--- config.mk ---
export PLATFORM = sky130hd
export DESIGN_NAME = dmem_responder
export DESIGN_NICKNAME = d
export VERILOG_FILES = /design/src/rtl/super_pkg.sv /design/src/rtl/dmem_rsv_tracker.sv /design/src/rtl/dmem_responder.sv
export SDC_FILE = /design/constraint.sdc
export NUM_CORES = 1
export LEC_CHECK = 0
export BUFFER_PORTS_ARGS = -buffer_cell sky130_fd_sc_hd__buf_2
export CORE_AREA = 10 10 136 138
export CTS_BUF_LIST = sky130_fd_sc_hd__clkbuf_4
export CTS_CLUSTER_SIZE = 8
export DETAILED_ROUTE_END_ITERATION = 10
export DIE_AREA = 0 0 146 148
export GPL_TIMING_DRIVEN = 0
export SYNTH_ARGS = -nofsm -noshare
export SYNTH_HDL_FRONTEND = slang
export SYNTH_SLANG_ARGS = --single-unit
--- constraint.sdc ---
create_clock -name clk_i -period 2.95 [get_ports clk_i]
set_input_delay 0.7375 -clock clk_i [delete_from_list [all_inputs] [get_ports clk_i]]
set_output_delay 0.7375 -clock clk_i [all_outputs]
set_load 0.005 [all_outputs]
--- src/rtl/super_pkg.sv ---
// Shared types and widths for the data-memory slave.
//   MemW             : data bus width, 64 data bits plus one capability tag
//   dmem_resp_pipe_t : per-request bookkeeping carried down the response pipe
//   lane_wmask       : RAM write mask for a 32-bit lane write
package super_pkg;

    localparam int unsigned MemW   = 65;
    localparam int unsigned LaneW  = 32;
    localparam int unsigned WmaskW = 9;
    localparam int unsigned LineW  = 29;

    typedef struct packed {
        logic valid;
        logic err;
        logic is_cap;
        logic lane;
        logic sc;
        logic sc_fail;
    } dmem_resp_pipe_t;

    // Byte mask for a 32-bit lane write; the tag bit is always written so
    // any data write clears the line's capability tag.
    function automatic logic [WmaskW-1:0] lane_wmask(input logic lane, input logic [3:0] be);
        return {1'b1, lane ? {be, 4'b0000} : {4'b0000, be}};
    endfunction

endpackage

--- src/rtl/dmem_rsv_tracker.sv ---
// LR/SC reservation register with set/clear priority and SC check.
// Ports:
//   clk_i, rst_ni : clock, async active-low reset
//   accept        : LSU access accepted this cycle
//   err           : accepted access has a bus error
//   lr, sc        : access is LR / SC (mutually exclusive, SC wins upstream)
//   wr            : access is a non-SC write
//   line          : addr[31:3] of the access
//   ext_wr        : another master writes ext_line
//   ext_line      : ext_wr address[31:3]
//   sc_fail_c     : combinational; an SC with this line would fail
module dmem_rsv_tracker
    import super_pkg::*;
(
    input  logic             clk_i,
    input  logic             rst_ni,
    input  logic             accept,
    input  logic             err,
    input  logic             lr,
    input  logic             sc,
    input  logic             wr,
    input  logic [LineW-1:0] line,
    input  logic             ext_wr,
    input  logic [LineW-1:0] ext_line,
    output logic             sc_fail_c
);

    logic             rsv_valid_q;
    logic [LineW-1:0] rsv_line_q;
    logic             rsv_valid_d;
    logic [LineW-1:0] rsv_line_d;
    logic             set_rsv;
    logic             clr_rsv;

    // Reservation register
    always_ff @(posedge clk_i or negedge rst_ni) begin
        if (!rst_ni) begin
            rsv_valid_q <= 1'b0;
            rsv_line_q  <= '0;
        end else begin
            rsv_valid_q <= rsv_valid_d;
            rsv_line_q  <= rsv_line_d;
        end
    end

    // Set/clear decision; an LR in the same cycle as any clear wins
    always_comb begin
        sc_fail_c   = ~rsv_valid_q | (rsv_line_q != line) | err;
        set_rsv     = accept & lr & ~err;
        clr_rsv     = (accept & sc)
                    | (accept & wr & rsv_valid_q & (rsv_line_q == line))
                    | (ext_wr & rsv_valid_q & (rsv_line_q == ext_line));
        rsv_valid_d = rsv_valid_q;
        rsv_line_d  = rsv_line_q;
        if (set_rsv) begin
            rsv_valid_d = 1'b1;
            rsv_line_d  = line;
        end else if (clr_rsv) begin
            rsv_valid_d = 1'b0;
        end
    end

endmodule

--- src/rtl/dmem_responder.sv ---
// Data-memory slave: terminates the LSU req/gnt/rvalid interface and drives
// a single-port SRAM holding 64-bit lines plus a capability tag.
// Ports:
//   clk_i, rst_ni          : clock, async active-low reset
//   data_req_i .. wdata_i  : LSU request (write, byte enables, cap, LR/SC, addr, data)
//   data_gnt_o             : request accepted (combinational, follows ram_gnt_i)
//   data_rvalid_o/err_o    : response valid / bus error, RamLatency cycles after grant
//   data_sc_resp_o         : SC failed
//   data_rdata_o           : read data, formatted from ram_rdata_i
//   ram_gnt_i              : RAM port available this cycle
//   ram_req_o .. wdata_o   : RAM access, line address, write mask and data
//   ram_rdata_i            : RAM read data, RamLatency cycles after ram_req_o
//   ext_wr_i, ext_wr_addr_i: write by another master, for reservation snooping
module dmem_responder
    import super_pkg::*;
#(
    parameter logic [31:0] MemBase    = 32'h8000_0000,
    parameter logic [31:0] MemSize    = 32'h0004_0000,
    parameter int unsigned RamLatency = 1,
    parameter int unsigned RamAw      = 15
) (
    input  logic              clk_i,
    input  logic              rst_ni,
    input  logic              data_req_i,
    input  logic              data_we_i,
    input  logic [3:0]        data_be_i,
    input  logic              data_is_cap_i,
    input  logic [3:0]        data_amo_flag_i,
    input  logic [31:0]       data_addr_i,
    input  logic [MemW-1:0]   data_wdata_i,
    output logic              data_gnt_o,
    output logic              data_rvalid_o,
    output logic              data_err_o,
    output logic              data_sc_resp_o,
    output logic [MemW-1:0]   data_rdata_o,
    input  logic              ram_gnt_i,
    output logic              ram_req_o,
    output logic              ram_we_o,
    output logic [RamAw-1:0]  ram_addr_o,
    output logic [WmaskW-1:0] ram_wmask_o,
    output logic [MemW-1:0]   ram_wdata_o,
    input  logic [MemW-1:0]   ram_rdata_i,
    input  logic              ext_wr_i,
    input  logic [31:0]       ext_wr_addr_i
);

    logic [31:0]     offset;
    logic            in_range;
    logic            is_word;
    logic            acc_err;
    logic            accept;
    logic            is_sc;
    logic            is_lr;
    logic            is_write;
    logic            sc_fail_raw;
    logic            sc_fail;
    dmem_resp_pipe_t entry;
    dmem_resp_pipe_t pipe_q [RamLatency];
    dmem_resp_pipe_t head;
    logic [LaneW-1:0] lane_data;

    // Request decode and error check
    always_comb begin
        offset   = data_addr_i - MemBase;
        in_range = (data_addr_i >= MemBase) && (offset < MemSize);
        is_word  = (data_be_i == 4'hF);
        acc_err  = ~in_range
                 | (data_is_cap_i & (data_addr_i[2:0] != 3'b000))
                 | (~data_is_cap_i & is_word & (data_addr_i[1:0] != 2'b00));
        data_gnt_o = data_req_i & ram_gnt_i;
        accept     = data_req_i & data_gnt_o;
        // LR and SC together is treated as SC; bits 3:2 are reserved
        is_sc      = data_amo_flag_i[1];
        is_lr      = data_amo_flag_i[0] & ~data_amo_flag_i[1];
        is_write   = data_we_i | is_sc;
        sc_fail    = is_sc & sc_fail_raw;
    end

    dmem_rsv_tracker u_rsv (
        .clk_i    (clk_i),
        .rst_ni   (rst_ni),
        .accept   (accept),
        .err      (acc_err),
        .lr       (is_lr),
        .sc       (is_sc),
        .wr       (data_we_i & ~is_sc),
        .line     (data_addr_i[31:3]),
        .ext_wr   (ext_wr_i),
        .ext_line (ext_wr_addr_i[31:3]),
        .sc_fail_c(sc_fail_raw)
    );

    // RAM drive; address, mask and data are held at zero when idle
    always_comb begin
        ram_req_o   = accept & ~acc_err & ~sc_fail;
        ram_we_o    = ram_req_o & is_write;
        ram_addr_o  = '0;
        ram_wmask_o = '0;
        ram_wdata_o = '0;
        if (ram_req_o) begin
            ram_addr_o = offset[RamAw+2:3];
        end
        if (ram_we_o) begin
            if (data_is_cap_i) begin
                ram_wmask_o = 9'h1FF;
                ram_wdata_o = data_wdata_i;
            end else begin
                ram_wmask_o = lane_wmask(data_addr_i[2], data_be_i);
                ram_wdata_o = {1'b0, data_wdata_i[LaneW-1:0], data_wdata_i[LaneW-1:0]};
            end
        end
    end

    // Response shift register entry captured at accept
    always_comb begin
        entry         = '0;
        entry.valid   = accept;
        entry.err     = acc_err;
        entry.is_cap  = data_is_cap_i;
        entry.lane    = data_addr_i[2];
        entry.sc      = is_sc;
        entry.sc_fail = sc_fail;
    end

    // Fixed-latency response pipe, advanced every cycle
    always_ff @(posedge clk_i or negedge rst_ni) begin
        if (!rst_ni) begin
            for (int unsigned i = 0; i < RamLatency; i++) begin
                pipe_q[i] <= '0;
            end
        end else begin
            pipe_q[0] <= entry;
            for (int unsigned i = 1; i < RamLatency; i++) begin
                pipe_q[i] <= pipe_q[i-1];
            end
        end
    end

    // Response formatting; lane selection only, the LSU aligns and extends
    always_comb begin
        head           = pipe_q[RamLatency-1];
        lane_data      = head.lane ? ram_rdata_i[2*LaneW-1:LaneW] : ram_rdata_i[LaneW-1:0];
        data_rvalid_o  = head.valid;
        data_err_o     = head.valid & head.err;
        data_sc_resp_o = head.valid & head.sc & head.sc_fail & ~head.err;
        data_rdata_o   = '0;
        if (head.valid & ~head.err & ~head.sc_fail) begin
            if (head.is_cap) begin
                data_rdata_o = ram_rdata_i;
            end else begin
                data_rdata_o = {{(MemW-LaneW){1'b0}}, lane_data};
            end
        end
    end

    logic unused_bits;
    assign unused_bits = ^{data_amo_flag_i[3:2], ext_wr_addr_i[2:0], offset};

endmodule

# Yosys cells after proc, flatten, opt, wreduce, memory -nomap -nowiden
# Cells that the tools add are included.
# totals
reg_bits	36
mem_bits_ro	0
latch_bits	0
mem_count	0
out_inout_bits	160
elab_cells	70
mem_bits_rw	0
# classes
bitwise	40
n_mux	11
multipliers	0
n_div	0
add_sub_neg	1
n_reduce_logical	4
n_eq_ne	4
order_cmp	2
n_shift	0
# ops
op	count
65-bit 2-to-1 mux	4
29-bit equality test	2
32-bit >= comparator (second input constant)	1
32-bit by 19-bit < comparator with 1-bit output (second input constant)	1
32-bit 2-to-1 mux	1
32-bit subtractor (second input constant)	1
29-bit inequality test	1
1-bit bitwise AND	25
8-bit 2-to-1 mux	2
15-bit 2-to-1 mux	1
9-bit 2-to-1 mux	1
1-bit NOT	8
1-bit bitwise OR	7
4-bit equality test (second input constant)	1
2-bit nonzero test	2
3-bit nonzero test	1
1-bit 2-to-1 mux	2
1-bit logical AND	1

# Logic depth before layout (Yosys ltp)
# depth
word_depth	12
mapped_depth	8

# Cells and area by module
# From an unflattened synthesis, not the netlist that was laid out.
# unflattened
hier_cells	481
area_unflattened_um2	4096.4
# by_module_without_submodules
mod	instances	cells_per_inst	area_per_inst_um2
dmem_responder	1	334	2339.7
dmem_rsv_tracker	1	147	1756.7

# Worst setup path after synthesis
# Ideal clock, no wire load.
# synth_path
kind	in2out
start	input data_addr_i[7]
end	output ram_wmask_o[8]
slack_ns	0.095
arrival_ns	2.118
t_required_ns	2.213
path_buffers	3
stages	8
path_cell_list	xnor2_1 -> nand4_1 -> nor4_2 -> a31oi_1 -> buf_4 -> buf_6 -> nor2_1 -> buf_4
# synth_between
elab_chain_len	12
# synth_rtl
item	line_no	rtl
from (decl)	dmem_responder.sv:29	input logic [31:0] data_addr_i,
32-bit subtractor	dmem_responder.sv:64	offset = data_addr_i - MemBase;
32-bit by 19-bit < comparator with 1-bit output	dmem_responder.sv:65	in_range = (data_addr_i >= MemBase) && (offset < MemSize);
1-bit logical AND	dmem_responder.sv:65	
1-bit NOT	dmem_responder.sv:67	acc_err = ~in_range
1-bit bitwise OR	dmem_responder.sv:68	| (data_is_cap_i & (data_addr_i[2:0] != 3'b000))
1-bit bitwise OR	dmem_responder.sv:69	| (~data_is_cap_i & is_word & (data_addr_i[1:0] != 2'b00));
1-bit bitwise OR	dmem_rsv_tracker.sv:48	sc_fail_c = ~rsv_valid_q | (rsv_line_q != line) | err;
1-bit bitwise AND	dmem_responder.sv:76	sc_fail = is_sc & sc_fail_raw;
1-bit NOT	dmem_responder.sv:95	ram_req_o = accept & ~acc_err & ~sc_fail;
1-bit bitwise AND *	dmem_responder.sv:95	
1-bit bitwise AND *	dmem_responder.sv:96	ram_we_o = ram_req_o & is_write;
named net ram_we_o	dmem_responder.sv:38	output logic ram_we_o,
9-bit 2-to-1 mux *	dmem_responder.sv:103	if (ram_we_o) begin
to (decl)	dmem_responder.sv:40	output logic [WmaskW-1:0] ram_wmask_o,
# The timed path passes the listed nets; every way through them passes the cells marked *.

# Worst setup path in the final report
# layout_path
start	input data_addr_i[10]
end	register u_rsv.rsv_valid_q
# layout_between
elab_chain_len	9
# layout_rtl
item	line_no	rtl
32-bit subtractor	dmem_responder.sv:64	
32-bit by 19-bit < comparator with 1-bit output	dmem_responder.sv:65	
1-bit logical AND	dmem_responder.sv:65	
1-bit NOT	dmem_responder.sv:67	
1-bit bitwise OR	dmem_responder.sv:68	
1-bit bitwise OR	dmem_responder.sv:69	
1-bit NOT	dmem_rsv_tracker.sv:49	set_rsv = accept & lr & ~err;
1-bit bitwise AND	dmem_rsv_tracker.sv:49	
1-bit 2-to-1 mux / 2-bit nonzero test (equally long branches)	-	
to (signal assigned)	dmem_rsv_tracker.sv:41	rsv_valid_q <= rsv_valid_d;
to (decl)	dmem_rsv_tracker.sv:28	logic rsv_valid_q;
# Parallel ways exist; a longest one is shown, timed or not.
# A chain may end at the register's enable or synchronous reset.

==> results.md <==
- Final std cells w/o fill: 1127
- Placed Instance Area: about 6100 sq um
- Sink Count: 36
- Starting Density: 0.252
- Initial DRC count: about 370
- Wirelength per Cell: 21.6 microns
- Critical Path End Type: flip-flop
- Slew @ Worst Pin: 0.868 ns
- Pre-CTS setup slack: -0.831 ns
- Fin nets: 1118
- GR Util met2: 0.369
- Final Skew: 0.0161 ns
- Crit-path most repeated cell: buf_4
- Worst-Skew Late Latency: ~0.35 ns
- Gr busiest metal: met2
- WS Path Type: input port to flip-flop
- Worst EP required: 3.19 ns
- Inserted Clock Buffers: 5
- R2R depth: 21
- WP buf/inv: 17
- P&R area growth vs syn: 98.7%
- Worst Slack Setup Final: -0.338 ns
- Detailed Place HPWL: ~19 mm
- Worst hold path class: input port to asynchronous set/reset pin
- CTS Hold Bufs: 0
- Gate Count Post-Synth: a little under 500
- Share of cells above drive strength 1: 0.645
- CP cell instances: buf_6, xnor2_4, buf_4, buf_4, buf_4, buf_4, buf_4, buf_4, buf_4, buf_4, buf_4, buf_4, buf_4, buf_4, buf_4, buf_4, buf_4, buf_4, nand4_1, or4_4, o41ai_2, a21oi_1
- Min Hold Slack: between 0.4 and 0.5 ns
- Async S/R FF share, synth: 1.00
- Root Buffer: clkbuf_4
- Register area: roughly 910 sq um
- Clk pin slew, worst setup/hold paths: ~0.13 ns
- Die extent in y: about 150 microns
- Met3 GRT Util: 0.0720
- Final hold viol count: 0
- Synth area leaders: dfrtp_1 (23%), xnor2_1 (8.4%), mux2i_1 (8.1%)
- Synth cell types: 33
- GRT Util Overall: 0.204
- Reg2reg start: u_rsv.rsv_line_q[7]
- Unrepaired setup endpoints after global routing: yes
- Register bit count reported by yosys: 36
- TritonRoute pass-1 iters: 5
- Core area: about 16000 sq um
- Critical Path Start: data_addr_i[10]
- Worst vdd ir: ~140 uV
- Slew Limit Fails: 0
- RePlAce Congestion: 0.857
- Rel. slew slack: 0.422
- Worst EP arrival: about 3.5 ns
- Footprint of the multi-input gates: around 3700 sq um
- Final setup fails: roughly 90
- Vias per cell: 4.90
- Vias in the first global route: roughly 5800
- Via count: 5526
- Post-synth EDFFs: 0
- Syn_nets: 698
- Dominant cell type by area after synthesis: dfrtp_1
- MaxCap Viol Count: 0
- CP Max Fanout: 3
- Syn Area/Cell: ~8.1 sq um
- CTS tree: yes
- Yosys top cell area share: 0.227
- Ports: roughly 370
- Crit share post-route: 1.11
- Final min period: 3.29 ns
- Lkg Pwr: ~4.2 nW
- Largest net degree at the start of global routing: 37
- Placed insts: between 1000 and 1500
- Top cells by count, synth: nand2_1 (73), a21oi_1 (42), xnor2_1 (38)
- Final Cell Area: roughly 7900 sq um
- Fill count: between 1000 and 1500
- Die outline width: 146 microns
- DRC Markers: 0
- Post-route ant nets: 0
- Routed WL: roughly 24 mm
- Core Util, Final: 0.501
- Row count: 46
- CTS max path bufs: 2
- Most common cell in the synthesized netlist: nand2_1
- Achievable frequency: between 300 and 400 MHz
- Total grt overflow: 0
- Sequential area share after synthesis: 0.227
- Post-Synthesis Cell Area: roughly 4000 sq um
- Max stage delay on crit path: about 0.49 ns
- Ys Warns: 0
- Synth Flop Type: dfrtp_1
- CP max-delay cell: or4_4
- Startpoint Class: input port
- Status: finished, violations left
- CTS HTree Levels: 2
- Failing checks: setup timing
- First-pass GRT wire length: about 35 mm
- Port bufs: 363
- Die Area: 21600 sq um
- Antenna violations before repair: 4
- Crit path max-delay family: buffers and inverters
- M1 GR Usage: 0.225
- Cell Pwr Density: approximately 180 nW/um^2
- WP depth: 22
-- sequential cells by signal, summed over array words and instances (netlist names) --
signal             count
u_rsv.rsv_valid_q      1
u_rsv.rsv_line_q      29
data_rvalid_o          1
head                   5
-- cell type report --
cell class | instances | share of cell area
Antenna cell | 1 | 0.000318
Buffer | 45 | 0.0594
Clock buffer | 5 | 0.00476
Clock inverter | 3 | 0.00476
Inverter | 3 | 0.00143
Multi-Input combinational cell | 406 | 0.466
Sequential cell | 36 | 0.116
Tap cell | 216 | 0.0343
Timing Repair Buffer | 412 | 0.313
-- stage by stage --
step           total power [W]  setup TNS [ns]
2_1_floorplan         0.000674               0
3_3_place_gp          0.000890          -62.81
6_report               0.00139          -20.61
5_1_grt                0.00146          -28.96
4_1_cts                0.00134          -16.80
3_5_place_dp          0.000895          -64.36
-- final timing paths --
kind                       slack, ns                   end
setup / recovery               -0.34     u_rsv.rsv_valid_q
hold / removal                  0.48   u_rsv.rsv_line_q[9]
setup reg to reg               -0.30     u_rsv.rsv_valid_q
hold reg to reg                 0.59     u_rsv.rsv_valid_q
max in group asynchronous       1.84  u_rsv.rsv_line_q[17]
min in group clk_i              0.51               head[3]
-- repair_timing --
item                                    4_1_cts  5_1_grt
pin swaps                                    28       39
cloned                                       10        4
gates resized for setup                     168       71
setup buffers                                30        6
endpoints found under the setup margin       91       95
-- per-layer routing --
metal | up-vias | share of wire
met5 | - | 0.0014
met4 | 6 | 0.017
met3 | 54 | 0.086
met2 | 319 | 0.51
met1 | 2564 | 0.38
li1 | 2583 | -
-- worst register-to-register path, delay by kind of cell (launching register included) --
kind	cells	cell delay, ns
buf+inv	16	1.64
simple gates	2	0.59
flops	1	0.47
compound gates	2	0.29
xor+xnor	1	0.17
-- kinds of logic after synthesis --
group	share of synthesized area
DFF	0.227
AOI/OAI and AO/OA	0.0628
buffers and inverters	0.0612
xor gates and xnor gates	0.128
muxes	0.123
and+or+nand+nor	0.397
-- placed cells by master (no fill, tap or decap), types with 8 or more instances in the layout --
cell / count
buf_2: 348
nand2_1: 72
xnor2_2: 13
xor2_1: 20
xnor2_4: 9
dfrtp_1: 28
dfrtp_2: 8
mux2_2: 15
nor3_4: 21
buf_4: 37
buf_6: 20
nor3_2: 17
clkbuf_16: 9
nor2b_1: 16
and3_1: 33
buf_12: 8
a21oi_1: 41
xnor2_1: 16
clkbuf_1: 23
nand4_1: 15
mux2i_1: 32
nor3b_2: 43
-- where the power goes --
part / leakage, nW / internal (W) / switching (W) / total (W)
combinational: 3.70 / 0.000269 / 0.000271 / 0.000540
clock: 0.0403 / 0.000173 / 0.000181 / 0.000354
sequential: 0.474 / 0.000497 / 0.00000311 / 0.000500
total: 4.21 / 0.000939 / 0.000455 / 0.00139
Note: power is estimated with default switching activity, not from simulation.
